--- src/rtl/uart_ctrl_if.sv ---
// Byte-side and serial-line signals of uart_ctrl, bundled for port connection.
// The master drives requests and the RX pin. The slave (the controller) drives status and the TX pin.
interface uart_ctrl_if;
  logic       i_Tx_Ready;
  logic [7:0] i_Tx_Byte;
  logic       o_Tx_Active;
  logic       o_Tx_Data;
  logic       o_Tx_Done;
  logic       i_Rx_Data;
  logic       o_Rx_Done;
  logic [7:0] o_Rx_Byte;

  modport master (
    output i_Tx_Ready, i_Tx_Byte, i_Rx_Data,
    input  o_Tx_Active, o_Tx_Data, o_Tx_Done, o_Rx_Done, o_Rx_Byte
  );

  modport slave (
    input  i_Tx_Ready, i_Tx_Byte, i_Rx_Data,
    output o_Tx_Active, o_Tx_Data, o_Tx_Done, o_Rx_Done, o_Rx_Byte
  );
endinterface

--- src/rtl/uart_ctrl.sv ---
// 8N1 UART: a bit-timed transmitter and a 16x oversampling receiver with an optional internal loopback.
// reset_n is a synchronous reset that is active HIGH, despite its name.
module uart_ctrl #(
  parameter int CLOCK_RATE    = 25000000,
  parameter int BAUD_RATE     = 115200,
  parameter int RX_OVERSAMPLE = 16,
  parameter bit LOOPBACK      = 1'b1
) (
  input logic        clk,
  input logic        reset_n,
  uart_ctrl_if.slave bus
);

  localparam int CLKS_PER_BIT = CLOCK_RATE / BAUD_RATE;
  localparam int TICK_DIV     = CLOCK_RATE / (BAUD_RATE * RX_OVERSAMPLE);
  localparam int BIT_CNT_W    = $clog2(CLKS_PER_BIT);
  localparam int DIV_W        = $clog2(TICK_DIV);
  localparam int OVS_W        = $clog2(RX_OVERSAMPLE);

  localparam logic [BIT_CNT_W-1:0] BIT_LAST     = BIT_CNT_W'(CLKS_PER_BIT - 1);
  localparam logic [BIT_CNT_W-1:0] BIT_PRE_LAST = BIT_CNT_W'(CLKS_PER_BIT - 2);
  localparam logic [DIV_W-1:0]     DIV_LAST     = DIV_W'(TICK_DIV - 1);
  localparam logic [OVS_W-1:0]     OVS_LAST     = OVS_W'(RX_OVERSAMPLE - 1);
  localparam logic [OVS_W-1:0]     OVS_MID      = OVS_W'(RX_OVERSAMPLE / 2 - 1);

  typedef enum logic [1:0] {TX_IDLE, TX_START, TX_DATA, TX_STOP} tx_state_e;
  typedef enum logic [2:0] {RX_IDLE, RX_START, RX_DATA, RX_STOP, RX_WAIT_HIGH} rx_state_e;

  tx_state_e            tx_state_q;
  logic [BIT_CNT_W-1:0] tx_cnt_q;
  logic [2:0]           tx_bit_q;
  logic [7:0]           tx_shift_q;
  logic                 tx_line_q;
  logic                 tx_active_q;
  logic                 tx_done_q;

  // NOTE: every register here is updated with <= so all flops sample the pre-edge state together.
  always_ff @(posedge clk) begin
    if (reset_n) begin
      tx_state_q  <= TX_IDLE;
      tx_cnt_q    <= '0;
      tx_bit_q    <= '0;
      tx_shift_q  <= '0;
      tx_line_q   <= 1'b1;
      tx_active_q <= 1'b0;
      tx_done_q   <= 1'b0;
    end else begin
      tx_done_q <= 1'b0;
      case (tx_state_q)
        TX_IDLE: if (bus.i_Tx_Ready) begin
          tx_shift_q  <= bus.i_Tx_Byte;
          tx_line_q   <= 1'b0;
          tx_active_q <= 1'b1;
          tx_cnt_q    <= '0;
          tx_state_q  <= TX_START;
        end
        TX_START: if (tx_cnt_q == BIT_LAST) begin
          tx_cnt_q   <= '0;
          tx_line_q  <= tx_shift_q[0];
          tx_shift_q <= tx_shift_q >> 1;
          tx_bit_q   <= '0;
          tx_state_q <= TX_DATA;
        end else begin
          tx_cnt_q <= tx_cnt_q + 1'b1;
        end
        TX_DATA: if (tx_cnt_q == BIT_LAST) begin
          tx_cnt_q <= '0;
          if (tx_bit_q == 3'd7) begin
            tx_line_q  <= 1'b1;
            tx_state_q <= TX_STOP;
          end else begin
            tx_line_q  <= tx_shift_q[0];
            tx_shift_q <= tx_shift_q >> 1;
            tx_bit_q   <= tx_bit_q + 1'b1;
          end
        end else begin
          tx_cnt_q <= tx_cnt_q + 1'b1;
        end
        TX_STOP: if (tx_cnt_q == BIT_LAST) begin
          tx_cnt_q    <= '0;
          tx_active_q <= 1'b0;
          tx_state_q  <= TX_IDLE;
        end else begin
          tx_cnt_q <= tx_cnt_q + 1'b1;
          // Raised one clk early so the registered pulse lands on the final stop-bit clk.
          if (tx_cnt_q == BIT_PRE_LAST) tx_done_q <= 1'b1;
        end
        default: tx_state_q <= TX_IDLE;
      endcase
    end
  end

  rx_state_e        rx_state_q;
  logic [1:0]       rx_sync_q;
  logic [DIV_W-1:0] rx_div_q;
  logic [OVS_W-1:0] rx_ovs_q;
  logic [2:0]       rx_bit_q;
  logic [7:0]       rx_shift_q;
  logic [7:0]       rx_byte_q;
  logic             rx_done_q;
  logic             rx_line;
  logic             rx_tick;

  assign rx_line = LOOPBACK ? tx_line_q : rx_sync_q[1];
  assign rx_tick = (rx_div_q == DIV_LAST);

  always_ff @(posedge clk) begin
    if (reset_n) begin
      rx_state_q <= RX_IDLE;
      // NOTE: synchronizer resets to the idle line level so leaving reset cannot fake a start bit.
      rx_sync_q  <= 2'b11;
      rx_div_q   <= '0;
      rx_ovs_q   <= '0;
      rx_bit_q   <= '0;
      rx_shift_q <= '0;
      rx_byte_q  <= '0;
      rx_done_q  <= 1'b0;
    end else begin
      rx_done_q <= 1'b0;
      rx_sync_q <= {rx_sync_q[0], bus.i_Rx_Data};
      rx_div_q  <= rx_tick ? '0 : rx_div_q + 1'b1;
      case (rx_state_q)
        RX_IDLE: if (!rx_line) begin
          rx_div_q   <= '0;
          rx_ovs_q   <= '0;
          rx_state_q <= RX_START;
        end
        RX_START: if (rx_tick) begin
          if (rx_ovs_q == OVS_MID) begin
            rx_ovs_q   <= '0;
            rx_bit_q   <= '0;
            rx_state_q <= rx_line ? RX_IDLE : RX_DATA;
          end else begin
            rx_ovs_q <= rx_ovs_q + 1'b1;
          end
        end
        RX_DATA: if (rx_tick) begin
          if (rx_ovs_q == OVS_LAST) begin
            rx_ovs_q   <= '0;
            rx_shift_q <= {rx_line, rx_shift_q[7:1]};
            if (rx_bit_q == 3'd7) rx_state_q <= RX_STOP;
            else                  rx_bit_q   <= rx_bit_q + 1'b1;
          end else begin
            rx_ovs_q <= rx_ovs_q + 1'b1;
          end
        end
        RX_STOP: if (rx_tick) begin
          if (rx_ovs_q == OVS_LAST) begin
            rx_ovs_q <= '0;
            if (rx_line) begin
              rx_byte_q  <= rx_shift_q;
              rx_done_q  <= 1'b1;
              rx_state_q <= RX_IDLE;
            end else begin
              rx_state_q <= RX_WAIT_HIGH;
            end
          end else begin
            rx_ovs_q <= rx_ovs_q + 1'b1;
          end
        end
        RX_WAIT_HIGH: if (rx_line) rx_state_q <= RX_IDLE;
        default: rx_state_q <= RX_IDLE;
      endcase
    end
  end

  assign bus.o_Tx_Active = tx_active_q;
  assign bus.o_Tx_Data   = tx_line_q;
  assign bus.o_Tx_Done   = tx_done_q;
  assign bus.o_Rx_Done   = rx_done_q;
  assign bus.o_Rx_Byte   = rx_byte_q;

endmodule

--- src/flat_wrapper.sv ---
// flat-port wrapper written by rule: the top's interface ports become plain ports
module uart_ctrl_flat 
#(
  parameter int CLOCK_RATE    = 25000000,
  parameter int BAUD_RATE     = 115200,
  parameter int RX_OVERSAMPLE = 16,
  parameter bit LOOPBACK      = 1'b1
)
  (clk, reset_n, bus_i_Tx_Ready, bus_i_Tx_Byte, bus_i_Rx_Data, bus_o_Tx_Active, bus_o_Tx_Data, bus_o_Tx_Done, bus_o_Rx_Done, bus_o_Rx_Byte);
  uart_ctrl_if bus_i ();
  input logic clk;
  input logic reset_n;
  input wire logic [$bits(bus_i.i_Tx_Ready)-1:0] bus_i_Tx_Ready;
  input wire logic [$bits(bus_i.i_Tx_Byte)-1:0] bus_i_Tx_Byte;
  input wire logic [$bits(bus_i.i_Rx_Data)-1:0] bus_i_Rx_Data;
  output wire logic [$bits(bus_i.o_Tx_Active)-1:0] bus_o_Tx_Active;
  output wire logic [$bits(bus_i.o_Tx_Data)-1:0] bus_o_Tx_Data;
  output wire logic [$bits(bus_i.o_Tx_Done)-1:0] bus_o_Tx_Done;
  output wire logic [$bits(bus_i.o_Rx_Done)-1:0] bus_o_Rx_Done;
  output wire logic [$bits(bus_i.o_Rx_Byte)-1:0] bus_o_Rx_Byte;
  assign bus_i.i_Tx_Ready = bus_i_Tx_Ready;
  assign bus_i.i_Tx_Byte = bus_i_Tx_Byte;
  assign bus_i.i_Rx_Data = bus_i_Rx_Data;
  assign bus_o_Tx_Active = bus_i.o_Tx_Active;
  assign bus_o_Tx_Data = bus_i.o_Tx_Data;
  assign bus_o_Tx_Done = bus_i.o_Tx_Done;
  assign bus_o_Rx_Done = bus_i.o_Rx_Done;
  assign bus_o_Rx_Byte = bus_i.o_Rx_Byte;
  uart_ctrl #(.CLOCK_RATE(CLOCK_RATE), .BAUD_RATE(BAUD_RATE), .RX_OVERSAMPLE(RX_OVERSAMPLE), .LOOPBACK(LOOPBACK)) u_core (.clk(clk), .reset_n(reset_n), .bus(bus_i));
endmodule
--- config.mk ---
export PLATFORM = sky130hd
export DESIGN_NAME = uart_ctrl_flat
export DESIGN_NICKNAME = d
export VERILOG_FILES = /design/src/rtl/uart_ctrl_if.sv /design/src/rtl/uart_ctrl.sv /design/src/flat_wrapper.sv
export SDC_FILE = /design/constraint.sdc
export NUM_CORES = 1
export LEC_CHECK = 0
export ABC_AREA = 1
export BUFFER_PORTS_ARGS = -buffer_cell sky130_fd_sc_hd__buf_4
export CORE_MARGIN = 8
export CORE_UTILIZATION = 45
export CTS_BUF_LIST = sky130_fd_sc_hd__clkbuf_4 sky130_fd_sc_hd__clkbuf_8 sky130_fd_sc_hd__clkbuf_16
export DETAILED_ROUTE_END_ITERATION = 10
export HOLD_SLACK_MARGIN = 0.03
export PLACE_DENSITY_LB_ADDON = 0.12
export SLEW_MARGIN = 20
export SYNTH_ARGS = -nofsm -noshare
export SYNTH_HDL_FRONTEND = slang
export SYNTH_SLANG_ARGS = --single-unit
--- constraint.sdc ---
create_clock -name clk -period 2 [get_ports clk]
set_clock_uncertainty 0.05 [all_clocks]
set_input_delay 0.4 -clock clk [delete_from_list [all_inputs] [get_ports clk]]
set_output_delay 0.4 -clock clk [all_outputs]
set_load 0.01 [all_outputs]
==> After elaboration in Yosys (flattened, before gate mapping) <==
Cells that the tools add are included.
W data, S select, Z words.
{ "totals": {"in_bits": 12, "latchBits": 0, "memories": 0, "ram_bits": 0, "mem_bits_ro": 0, "register_bits": 55} }
{ "op_classes": {"shifts": 0, "bitwise_logic": 4, "muxes": 55, "n_eq_ne": 31, "reduce_logical": 21, "n_lt_le_gt_ge": 0, "div": 0, "addsub": 5, "n_mul": 0} }
{ "op_table": {"columns": ["operator", "n"], "rows": [
  ["$mux W3", 18],
  ["$mux W8", 6],
  ["$mux W4", 8],
  ["$ne A2 B1 Y1 const B", 13],
  ["$pmux W8 S3", 1],
  ["$eq A8 B8 Y1 const B", 2],
  ["$pmux W8 S2", 1],
  ["$reduce_and A4 Y1", 4],
  ["$pmux W3 S5", 1],
  ["$mux W2", 6],
  ["$pmux W3 S2", 2],
  ["$pmux W4 S3", 1],
  ["$reduce_and A5 Y1", 2],
  ["$eq A3 B3 Y1 const B", 3],
  ["$reduce_and A9 Y1", 1],
  ["$add A4 B1 Y4 const B", 2],
  ["$add A8 B1 Y8 const B", 1],
  ["$eq A4 B4 Y1 const B", 2],
  ["$mux W1", 8],
  ["$ne A2 B2 Y1 const B", 4],
  ["$pmux W2 S4", 1],
  ["$add A3 B1 Y3 const B", 2],
  ["$eq A3 B2 Y1 const B", 2],
  ["$reduce_and A3 Y1", 2],
  ["other kinds (15)", 23]
]} }

==> Longest topological paths before layout <==
Gate-level depths: netlist of the first run.
{ "logic_depth": {"ltp_word": 5, "depth_mapped": 11} }

==> Worst setup path before layout of the first run <==
OpenSTA, ideal clock, no wires.
{ "synth_timing": {"path_type": "reg-to-reg", "startpoint": "register u_core.tx_state_q[0]", "endpoint": "register u_core.tx_shift_q[7]", "arrival_time_ns": 1.569, "synth_period_minus_slack_ns": 1.684, "path_stages_with_launch": 10, "slack_ns": 0.316, "path_cell_list": "dfxtp_1 inv_1 ha_1 buf_4 inv_1 a21oi_1 nand3_4 inv_2 o21ai_0 nor2_1"} }
{ "synth_via": {"elab_chain_len": 3, "elab_cells_between_ends": 10, "cone_classes": "eq/ne (6); mux (1); reduce/logical (3)"} }
{ "synth_rtl": {"columns": ["item", "line_no", "source"], "rows": [
  ["start, declared", "uart_ctrl.sv:29", "tx_state_e tx_state_q;"],
  ["start signal, assigned", "uart_ctrl.sv:40", "tx_state_q <= TX_IDLE;"],
  ["start signal, assigned", "uart_ctrl.sv:55", "tx_state_q <= TX_START;"],
  ["start signal, assigned", "uart_ctrl.sv:62", "tx_state_q <= TX_DATA;"],
  ["$eq A2 B2 Y1, or another cell as far along", "uart_ctrl.sv:49", "case (tx_state_q)"],
  ["$ne A2 B1 Y1 (no source line), or another cell as far along", null, null],
  ["$reduce_and A5 Y1 (no source line)", null, null],
  ["end signal, assigned", "uart_ctrl.sv:51", "tx_shift_q <= bus.i_Tx_Byte;"],
  ["end signal, assigned", "uart_ctrl.sv:60", "tx_shift_q <= tx_shift_q >> 1;"],
  ["end signal, assigned", "uart_ctrl.sv:73", "tx_shift_q <= tx_shift_q >> 1;"],
  ["end, declared", "uart_ctrl.sv:32", "logic [7:0] tx_shift_q;"]
]} }
Parallel ways exist; a longest one is shown, timed or not.
A chain may end at the register's enable or synchronous reset.

==> Final worst setup path of the first run <==
{ "layout_timing": {"startpoint": "register u_core.tx_state_q[0]", "endpoint": "register u_core.tx_shift_q[4]"} }
The elaborated chain is that of the path after synthesis.

==> out/results.ini, run 1 <==
[yosys]
synth-compound-area-share_pct = 13.1
synth.distinct_cells = 28
synth-warning-count = 0
largest_family_of_logic_cells_by_synthesized_area = simple AND/OR/NAND/NOR gates
post_synth_inst_count = 375
synth_simple_gate_area_share_pct = 29.2
muxShareOfSynthArea_pct = 0
sequential_element_share_of_the_synthesized_area_pct = 40.7
netlist_area_sq_um = 2700
synth_seq_cells = 55
synth-xor-area-share_pct = 1.62
synth_fp_nets = 402
post_synth_fa_ha_maj_area_fraction_pct = 6.94
syn-mean-instance-area_sq_um = 7.21

[final_layout]
final_net_count = 425
multiInputGateArea_sq_um = 1390
most_common_library_cell_in_the_layout_ignoring_fill_and_taps = nand2_1
fillCellCount = 588
layout-drive-gt1-share_pct = 13.8
layout.cells.most_common_list = nand2_1 (88), dfxtp_1 (54), nor2_1 (45)
finalInstanceArea_sq_um = 3040
register_area_sq_um = 1100
areaGrowthSynthToFinish_pct = 12.3
antenna_cells_inserted = 0

[die]
die_h_microns = 93.5
coreArea_sq_um = 5850
floorplan.io_pins = 24
floorplan.initialDensity_pct = 46.2
num_rows = 28
die_width_microns = 93.5
dieArea_sq_um = 8750

[grt]
grt_start_max_net_pins = 27
remaining_global_route_overflow = 0
grtUsageTotal_pct = 13.0
via_count_of_the_first_global_routing_pass = 2273
grt_pass1_wl_microns = 9540
number_of_antenna_violations_at_the_first_check_in_global_routing = 0

[cts]
inserted_clock_buffers = 5
clock_tree.htree_level_count = 2
cts-root-buf = clkbuf_8
clk_latency_ns = 0.31
postCtsSetupBuffers = 0
clkTransAtPathRegs_ns = 0.11
clock_path_buffers = 2
cts_tree = yes
clkSinkCount = 55

[placed_design]
dp.final_hpwl_microns = 3690
cell_area_placed_sq_um = 2930
preCtsSetupSlack_ns = 0.149
globalplace.congestion = 0.834
numPortBuffers = 22

[timing]
worst_slew_margin_rel_pct = 69.7
setup-tns-final_ns = 0
grt_setup_unrepaired = false
max_clock_freq_mhz = 577
finalSetupViolCount = 0
finalHoldViolCount = 0
timing_max_transition_violations_final = 0
final_critical_path_setup_slack_ns = 0.265
fin_crit_sh_pct = 86.7
final_period_minus_worst_setup_slack_ns = 1.73
worst_slew_pin_slew_ns = 0.454

[min_path]
hold_path_end = u_core.tx_shift_q[7]$_SDFFE_PP0P_
worst_hold_path.num_cells = 3
worstHoldStart = bus_i_Tx_Byte[7]
class_of_the_most_critical_hold_timing_path = in2reg

[setup_path]
worst_setup_path_start_kind = flop
crit_required_ns = 2.20
critical_path.cell_chain = inv_1, ha_1, nor2_1, inv_1, nand2_2, nand3_4, inv_2, nand2_1, a21oi_1
r2r.worst_path.cells = 9
critical_path.top_delay_family = simple AND/OR/NAND/NOR gates
timing.critical_path.fanout_max = 9
timing.rr.end = u_core.tx_shift_q[4]$_SDFFE_PP0P_
crit_type = reg2reg
timing.critical_path.from = u_core.tx_state_q[0]$_SDFFE_PP0P_
worst_path_slowest_cell = dfxtp_2
regToRegStartpoint = u_core.tx_state_q[0]$_SDFFE_PP0P_
regToRegSetupSlack_ns = 0.27
critical_path_buf_inv_count = 3
cp_peak_stage_delay_ns = 0.37
timing.critical_path.mode_cell = inv_1
crit_arrival_ns = 1.93
critical_path.endpoint_type = flop

[power_and_ir_drop]
vdd.ir_drop.worst_v = 0.000486
static-leakage-power_nw = 1.33
power_per_cell_area_nw_per_um2 = 1120

[routing]
drcViolationCount = 0
detailedRoute.firstPassIterationCount = 4
routed-via-count = 2339
post_drt_via_cell_ratio = 4.93
route.detailed.wl_per_inst_microns = 10.8
drt_iter0_markers = 120
drt_wl_total_microns = 5110
drt.antenna.violating_nets = 0

[status]
status = complete, no violations

[run]
maxCapViolCount = 0

tightest hold or removal path: stages:
cell	delay (ns)
buf_4	0.08
a21oi_1	0.05
nor2_1	0.09
state kept, by name (all words and copies together) (netlist names):
register,flops
u_core.bus.o_Rx_Byte,8
u_core.rx_shift_q,8
u_core.tx_cnt_q,8
u_core.tx_shift_q,8
u_core.rx_div_q,4
u_core.rx_ovs_q,4
u_core.rx_bit_q,3
u_core.rx_state_q,3
u_core.tx_bit_q,3
u_core.tx_state_q,2
u_core.bus.o_Rx_Done,1
u_core.bus.o_Tx_Active,1
u_core.bus.o_Tx_Data,1
u_core.bus.o_Tx_Done,1
power by group:
| group | switching (W) | total [W] | internal (W) |
|---|---|---|---|
| Sequential | 0.000147 | 0.00142 | 0.00127 |
| Combinational | 0.000849 | 0.00131 | 0.000462 |
| Clock | 0.000399 | 0.000660 | 0.000261 |
cell usage after synthesis:
master    count  area [sq um]
a21oi_1      37           185
nand2_2       3          18.8
o21ai_1       3          15.0
o21ai_0      20           100
nor2_2        3          18.8
a211oi_2      1          12.5
nand2_1      88           330
inv_2         4          15.0
nand3_4       1          17.5
nand3_1      27           135
nor3_1        5          25.0
inv_1        39           146
nor3_4        1          16.3
nor2_1       45           169
buf_6         3          33.8
a21oi_2       2          17.5
nor4_1        2          12.5
ha_1         15           188
a21o_1        1          7.51
xnor2_1       1          8.76
nand3_2       2          20.0
nand4_1       2          12.5
buf_4         1          7.51
dfxtp_1      55          1100
o21ai_2       2          17.5
xor2_1        4          35.0
clkbuf_1      6          22.5
nor3b_1       2          15.0
what timing repair did:
item	in CTS	in global routing
hold endpoints to repair	0	0
resized for setup	0	3
endpoints found under the setup margin	0	9
hold buffers	0	0
through the flow:
step,cells,power [W],util [%],hold WS (ns)
2_1_floorplan,375,0.00245,-,0.380
3_3_place_gp,466,0.00273,50.1,0.391
3_5_place_dp,466,0.00274,50.1,0.397
4_1_cts,474,0.00341,51.7,0.279
5_1_grt,474,0.00373,51.9,0.325
6_report,474,0.00339,51.9,0.285
final cells by class:
class / count / share of cell area, %
clock buffers: 5 / 2.27
clock inverters: 3 / 0.907
inverters: 43 / 5.32
multi-input cells: 267 / 45.7
flip-flops and latches: 55 / 36.3
well taps: 75 / 3.09
repair buffers: 26 / 6.43
worst max-delay path by stage:
stage / end / cells past startpoint / slack, ns
floorplan: u_core.tx_shift_q[7]$_SDFFE_PP0P_ / 9 / 0.32
global placement: u_core.tx_shift_q[7]$_SDFFE_PP0P_ / 9 / 0.17
detailed placement: u_core.tx_shift_q[4]$_SDFFE_PP0P_ / 9 / 0.15
CTS: u_core.tx_shift_q[4]$_SDFFE_PP0P_ / 9 / 0.11
global route: u_core.tx_cnt_q[7]$_SDFFE_PP0P_ / 8 / 0.04
finish: u_core.tx_shift_q[4]$_SDFFE_PP0P_ / 9 / 0.27
per-layer routing:
metal / vias to the layer above / GRT usage [%] / share of wire, %
li1: 1250 / - / -
met1: 1051 / 16.2 / 51
met2: 30 / 21.1 / 45
met3: 8 / 3.37 / 2.7
met4: 0 / 4.83 / 1.4
met5: - / 0 / 0
kinds of logic (layout without fill, tap and decap cells):
kind of cell	after synthesis	in the layout
adders and majority gates	15	15
xor gates and xnor gates	5	5
AOI/OAI and AO/OA	66	66
and+or+nand+nor	181	181
DFF	55	55
buffers and inverters	53	77
Note: power is estimated with default switching activity, not from simulation.
==> inputs of run 2 (changes only) <==
clock period = 1.85 ns   (was 2 ns; I/O delays follow)
==> run 2 against run 1 <==
Effect of this change: cell count is 1.3% higher; critical endpoint is now u_core.bus.o_Rx_Byte[0]$_SDFFE_PP0P_; clock power grew 8.2%; global-route usage is 0.37 points higher; final area rose by 2.6%.
==> out/results.ini, run 2 (synthesis results as in run 1) <==
[status]
status = complete, no violations

[cts]
inserted_clock_buffers = 5  ; unchanged
cts-root-buf = clkbuf_8
cts_tree = yes
clock_tree.htree_level_count = 2  ; unchanged
clkSinkCount = 55  ; unchanged
clkTransAtPathRegs_ns = 0.11  ; about the same
clock_path_buffers = 2  ; unchanged
clk_latency_ns = 0.32  ; about the same
cts-resized-gates = 0  ; unchanged
postCtsSetupBuffers = 0  ; unchanged
ctsHoldBuffers = 0  ; unchanged

[timing]
fin_worst_hold_slack_ns = 0.249  ; -0.0357 ns
timing_max_transition_violations_final = 0  ; unchanged
worst_slew_margin_rel_pct = 79.7  ; +10 points
worst_slew_pin_slew_ns = 0.305  ; -0.149 ns
final_period_minus_worst_setup_slack_ns = 1.66  ; -0.0726 ns
setup-tns-final_ns = 0  ; unchanged
fin_crit_sh_pct = 89.8  ; +3.1 points
max_clock_freq_mhz = 602  ; +4.4%
finalHoldViolCount = 0  ; unchanged
finalSetupViolCount = 0  ; unchanged
grt_setup_unrepaired = false

[die]
floorplan.io_pins = 24  ; unchanged
num_rows = 28  ; unchanged
die_width_microns = 93.5  ; unchanged
floorplan.initialDensity_pct = 46.2  ; unchanged
coreArea_sq_um = 5850  ; unchanged
dieArea_sq_um = 8750  ; unchanged
die_h_microns = 93.5  ; unchanged

[run]
maxCapViolCount = 0  ; unchanged

[power_and_ir_drop]
vdd.ir_drop.worst_v = 0.000710  ; +46%
static-leakage-power_nw = 1.37  ; +3.0%
totalPowerFinal_w = 0.00372  ; +9.7%
power.net_switching_w = 0.00152  ; +9.2%
netSwitchingFraction_pct = 41.0  ; -0.18 points
pwr-share-seq_pct = 41.1  ; -0.8 points
cellInternalPower_w = 0.00220  ; +10%
power_per_cell_area_nw_per_um2 = 1190  ; +6.9%
p_comb_share_pct = 39.7  ; +1.0 points
clock_power_share_pct = 19.2  ; -0.3 points

[grt]
via_count_of_the_first_global_routing_pass = 2279  ; +0.26%
grtUsageTotal_pct = 13.4  ; +0.37 points
grt_start_max_net_pins = 27  ; unchanged
remaining_global_route_overflow = 0  ; unchanged
number_of_antenna_violations_at_the_first_check_in_global_routing = 0  ; unchanged
grt_pass1_wl_microns = 9730  ; +2.0%

[setup_path]
end_point_of_the_critical_path = u_core.bus.o_Rx_Byte[0]$_SDFFE_PP0P_
regToRegStartpoint = u_core.rx_ovs_q[0]$_SDFFE_PP0P_
crit_required_ns = 2.06  ; -0.14 ns
r2r.worst_path.cells = 8  ; -1
critical_path.endpoint_type = flop
regToRegSetupSlack_ns = 0.19  ; -0.08 ns
timing.rr.end = u_core.bus.o_Rx_Byte[0]$_SDFFE_PP0P_
crit_arrival_ns = 1.87  ; -0.06 ns
crit_type = reg2reg
timing.critical_path.from = u_core.rx_ovs_q[0]$_SDFFE_PP0P_
worst_setup_path_start_kind = flop
timing.critical_path.fanout_max = 16  ; +7

[placed_design]
dp.final_hpwl_microns = 3810  ; +3.1%
place.detailed.instances = 472  ; +1.3%
numPortBuffers = 22  ; unchanged
globalplace.congestion = 0.817  ; -2.1%

[routing]
drt.antenna.violating_nets = 0  ; unchanged
drcViolationCount = 0  ; unchanged
routed-via-count = 2327  ; -0.51%
post_drt_via_cell_ratio = 4.85  ; -1.8%
drt_iter0_markers = 124  ; +3.3%
detailedRoute.firstPassIterationCount = 4  ; unchanged
route.detailed.wl_per_inst_microns = 11.0  ; +1.8%
drt_wl_total_microns = 5270  ; +3.1%

[final_layout]
final_cell_count_no_fill = 480  ; +1.3%
most_common_library_cell_in_the_layout_ignoring_fill_and_taps = nand2_1
areaGrowthSynthToFinish_pct = 15.1
antenna_cells_inserted = 0  ; unchanged
layout-drive-gt1-share_pct = 15.3  ; +1.5 points
layout.cells.most_common_list = nand2_1 (87), dfxtp_1 (55), nor2_1 (45)
final_net_count = 431  ; +1.4%

[min_path]
class_of_the_most_critical_hold_timing_path = in2reg

run 2: per-stage QoR:
step | utilization [%] | cell area, sq um | setup slack (ns)
after detailed placement | 51.3 | 3000 | 0.0615
after CTS | 52.9 | 3090 | 0.0169
final | 53.2 | 3110 | 0.188
after global placement | 51.3 | 3000 | 0.103
after floorplan | - | 2700 | 0.166
after global routing | 53.2 | 3110 | 0.00103
run 2: worst min-delay path by stage:
| stage | start | endpoint | cells after the start |
|---|---|---|---|
| final | bus_i_Tx_Byte[7] | u_core.tx_shift_q[7]$_SDFFE_PP0P_ | 3 |
| after global routing | bus_i_Tx_Byte[7] | u_core.tx_shift_q[7]$_SDFFE_PP0P_ | 3 |
| after floorplan | u_core.rx_shift_q[0]$_SDFFE_PP0P_ | u_core.bus.o_Rx_Byte[0]$_SDFFE_PP0P_ | 2 |
| after CTS | bus_i_Tx_Byte[7] | u_core.tx_shift_q[7]$_SDFFE_PP0P_ | 3 |
| after detailed placement | u_core.bus.o_Tx_Active$_SDFFE_PP0P_ | u_core.bus.o_Tx_Active$_SDFFE_PP0P_ | 2 |
| after global placement | u_core.bus.o_Tx_Active$_SDFFE_PP0P_ | u_core.bus.o_Tx_Active$_SDFFE_PP0P_ | 2 |
run 2: per-layer routing:
layer	GRT usage [%]	wire, microns	vias up
met5	0	0	-
met4	5.37	47	0
met3	3.69	217	4
met2	21.2	2350	39
met1	16.7	2650	1021
li1	-	-	1263
run 2: cell type report:
class | instances | area (sq um)
clock buffers | 5 | 68.8
clock inverters | 3 | 26.3
fillers | 572 | 2740
inverters | 43 | 164
multi-input cells | 267 | 1390
flip-flops and latches | 55 | 1100
well taps | 75 | 93.8
repair buffers | 32 | 265
run 2: power groups by stage:
| stage | combinational, W | clock (W) | sequential, W |
|---|---|---|---|
| 2_1_floorplan | 0.00112 | 0 | 0.00152 |
| 3_3_place_gp | 0.00143 | 0 | 0.00155 |
| 3_5_place_dp | 0.00144 | 0 | 0.00156 |
| 4_1_cts | 0.00145 | 0.000746 | 0.00153 |
| 5_1_grt | 0.00175 | 0.000794 | 0.00156 |
| 6_report | 0.00148 | 0.000714 | 0.00153 |
run 2: worst max-delay path, cell delays in order (launching register included):
cell and delay, ns:
dfxtp_1 0.39, ha_1 0.26, nand3_2 0.14, nor2_2 0.17, inv_2 0.08, nor3_4 0.15, buf_12 0.16, o21ai_0 0.07
a21oi_1 0.13
==> inputs of run 3 (changes only) <==
CORE_UTILIZATION = 59   (was 45)
==> run 3 against run 2 <==
Effect of this change: wire length rose by 0.53%; cell count fell by 5.0%; sequential share of layout area rose by 0.10 points; via count rose by 0.82%; worst setup slack got worse by 0.084 ns; register-to-register slack got worse by 0.08 ns; non-clock buffer count fell by 1; core utilization rose by 18 points; die area fell by 20%; power rose by 5.5%; worst hold slack improved by 0.029 ns; critical path type unchanged; largest power group is now combinational logic.
==> out/results.ini, run 3 (synthesis results as in run 1) <==
[grt]
grt_start_max_net_pins = 27  ; unchanged
remaining_global_route_overflow = 0  ; unchanged
via_count_of_the_first_global_routing_pass = 2219  ; -2.6%
grtUsageTotal_pct = 15.2  ; +1.8 points
number_of_antenna_violations_at_the_first_check_in_global_routing = 0  ; unchanged
grt_pass1_wl_microns = 9340  ; -4.0%

[timing]
grt_setup_unrepaired = true
timing_max_transition_violations_final = 0  ; unchanged
final_period_minus_worst_setup_slack_ns = 1.75  ; +0.0844 ns
fin_crit_sh_pct = 94.4  ; +4.6 points
finalSetupViolCount = 0  ; unchanged
worst_slew_pin_slew_ns = 0.317  ; +0.0124 ns
worst_slew_margin_rel_pct = 78.8  ; -0.83 points
final_critical_path_setup_slack_ns = 0.104  ; -0.0844 ns
finalHoldViolCount = 0  ; unchanged
max_clock_freq_mhz = 573  ; -4.8%

[setup_path]
critical_path.endpoint_type = flop
cp_peak_stage_delay_ns = 0.36  ; -0.03 ns
crit_required_ns = 2.03  ; -0.03 ns
timing.critical_path.from = u_core.tx_state_q[0]$_SDFFE_PP0P_
worst_path_slowest_cell = dfxtp_1
worst_setup_path_start_kind = flop
timing.critical_path.fanout_max = 7  ; -9
crit_type = reg2reg
crit_arrival_ns = 1.93  ; +0.06 ns
critical_path.cell_chain = inv_1, ha_1, inv_2, nor2_4, inv_1, nand2_1, nand2_1, nor3b_1
regToRegStartpoint = u_core.tx_state_q[0]$_SDFFE_PP0P_
critical_path.top_delay_family = simple AND/OR/NAND/NOR gates
critical_path_buf_inv_count = 3  ; +1

[placed_design]
cell_area_placed_sq_um = 2940  ; -1.9%
globalplace.congestion = 0.869  ; +6.4%
preCtsSetupSlack_ns = 0.00217  ; -0.0593 ns
dp.final_hpwl_microns = 3750  ; -1.6%
numPortBuffers = 22  ; unchanged

[cts]
clock_tree.htree_level_count = 2  ; unchanged
clock_path_buffers = 2  ; unchanged
clk_latency_ns = 0.31  ; about the same
cts-root-buf = clkbuf_8
cts_tree = yes
clkTransAtPathRegs_ns = 0.09  ; -0.02 ns
clkSinkCount = 55  ; unchanged
inserted_clock_buffers = 5  ; unchanged

[routing]
drcViolationCount = 0  ; unchanged
routed-via-count = 2346  ; +0.82%
detailedRoute.firstPassIterationCount = 4  ; unchanged
drt_wl_total_microns = 5300  ; +0.53%
drt.antenna.violating_nets = 0  ; unchanged
drt_iter0_markers = 140  ; +13%
route.detailed.wl_per_inst_microns = 11.6  ; +5.8%
post_drt_via_cell_ratio = 5.14  ; +6.1%

[die]
coreArea_sq_um = 4380  ; -25%
floorplan.io_pins = 24  ; unchanged
num_rows = 24  ; -14%
die_h_microns = 83.7  ; -11%
die_width_microns = 83.7  ; -11%
floorplan.initialDensity_pct = 61.7  ; +15 points
dieArea_sq_um = 7000  ; -20%

[final_layout]
layout.cells.most_common_list = nand2_1 (87), dfxtp_1 (55), nor2_1 (44)
finalInstanceArea_sq_um = 3100  ; -0.28%
areaGrowthSynthToFinish_pct = 14.8
most_common_library_cell_in_the_layout_ignoring_fill_and_taps = nand2_1
antenna_cells_inserted = 0  ; unchanged
fillCellCount = 380  ; -34%
layout-drive-gt1-share_pct = 15.3  ; +0.038 points
final_net_count = 430  ; -0.23%

[run]
maxCapViolCount = 0  ; unchanged

[power_and_ir_drop]
static-leakage-power_nw = 1.38  ; +0.67%
power_per_cell_area_nw_per_um2 = 1260  ; +5.8%
vdd.ir_drop.worst_v = 0.000833  ; +17%

[min_path]
worstHoldStart = bus_i_Tx_Byte[7]
class_of_the_most_critical_hold_timing_path = in2reg

[status]
status = complete, no violations

run 3: tightest hold or removal path, delay by kind of cell:
family | cells | cell delay [ns]
buf+inv | 1 | 0.08
simple gates | 1 | 0.10
compound gates | 1 | 0.06
run 3: final timing paths:
path | to | slack, ns | cells past startpoint
hold reg to reg | u_core.rx_shift_q[0]$_SDFFE_PP0P_ | 0.41 | 2
hold / removal | u_core.tx_shift_q[7]$_SDFFE_PP0P_ | 0.28 | 3
setup / recovery | u_core.tx_cnt_q[7]$_SDFFE_PP0P_ | 0.10 | 8
setup reg to reg | u_core.tx_cnt_q[7]$_SDFFE_PP0P_ | 0.10 | 8
run 3: timing repair:
item / in CTS / in global routing
buffers inserted: 0 / 1
endpoints found under the hold margin: 0 / 0
setup endpoints to repair: 8 / 24
pin swaps: 0 / 1
gates cloned: 0 / 0
resized for setup: 1 / 9
hold buffers: 0 / 0
run 3: layer usage:
metal / track usage, % / share of wire, % / vias to the layer above
met1: 18.9 / 50 / 1055
met4: 5.49 / 1.1 / 0
li1: - / - / 1259
met3: 3.22 / 2.3 / 5
met5: 0 / 0 / -
met2: 25.1 / 47 / 27
run 3: cell type report:
cell class,instances,area (sq um),area share (%)
multi-input cells,267,1400,45.2
well taps,52,65.1,2.10
inverters,43,164,5.28
clock buffers,6,82.6,2.66
clock inverters,2,38.8,1.25
flip-flops and latches,55,1100,35.5
repair buffers,31,249,8.02
run 3: stage by stage:
step | hold WS (ns) | total power (W) | instances | util, % | setup TNS [ns]
after CTS | 0.263 | 0.00387 | 455 | 70.0 | 0
after global placement | 0.394 | 0.00297 | 447 | 67.1 | 0
after detailed placement | 0.396 | 0.00301 | 447 | 67.1 | 0
after floorplan | 0.380 | 0.00265 | 375 | - | 0
after global routing | 0.286 | 0.00425 | 456 | 70.8 | -0.00115
final | 0.278 | 0.00392 | 456 | 70.8 | 0
run 3: where the power goes:
part | internal, W | switching (W) | leakage [nW] | total (W)
logic | 0.000564 | 0.000983 | 0.873 | 0.00155
clock network | 0.000445 | 0.000392 | 0.0618 | 0.000838
registers | 0.00137 | 0.000165 | 0.447 | 0.00154
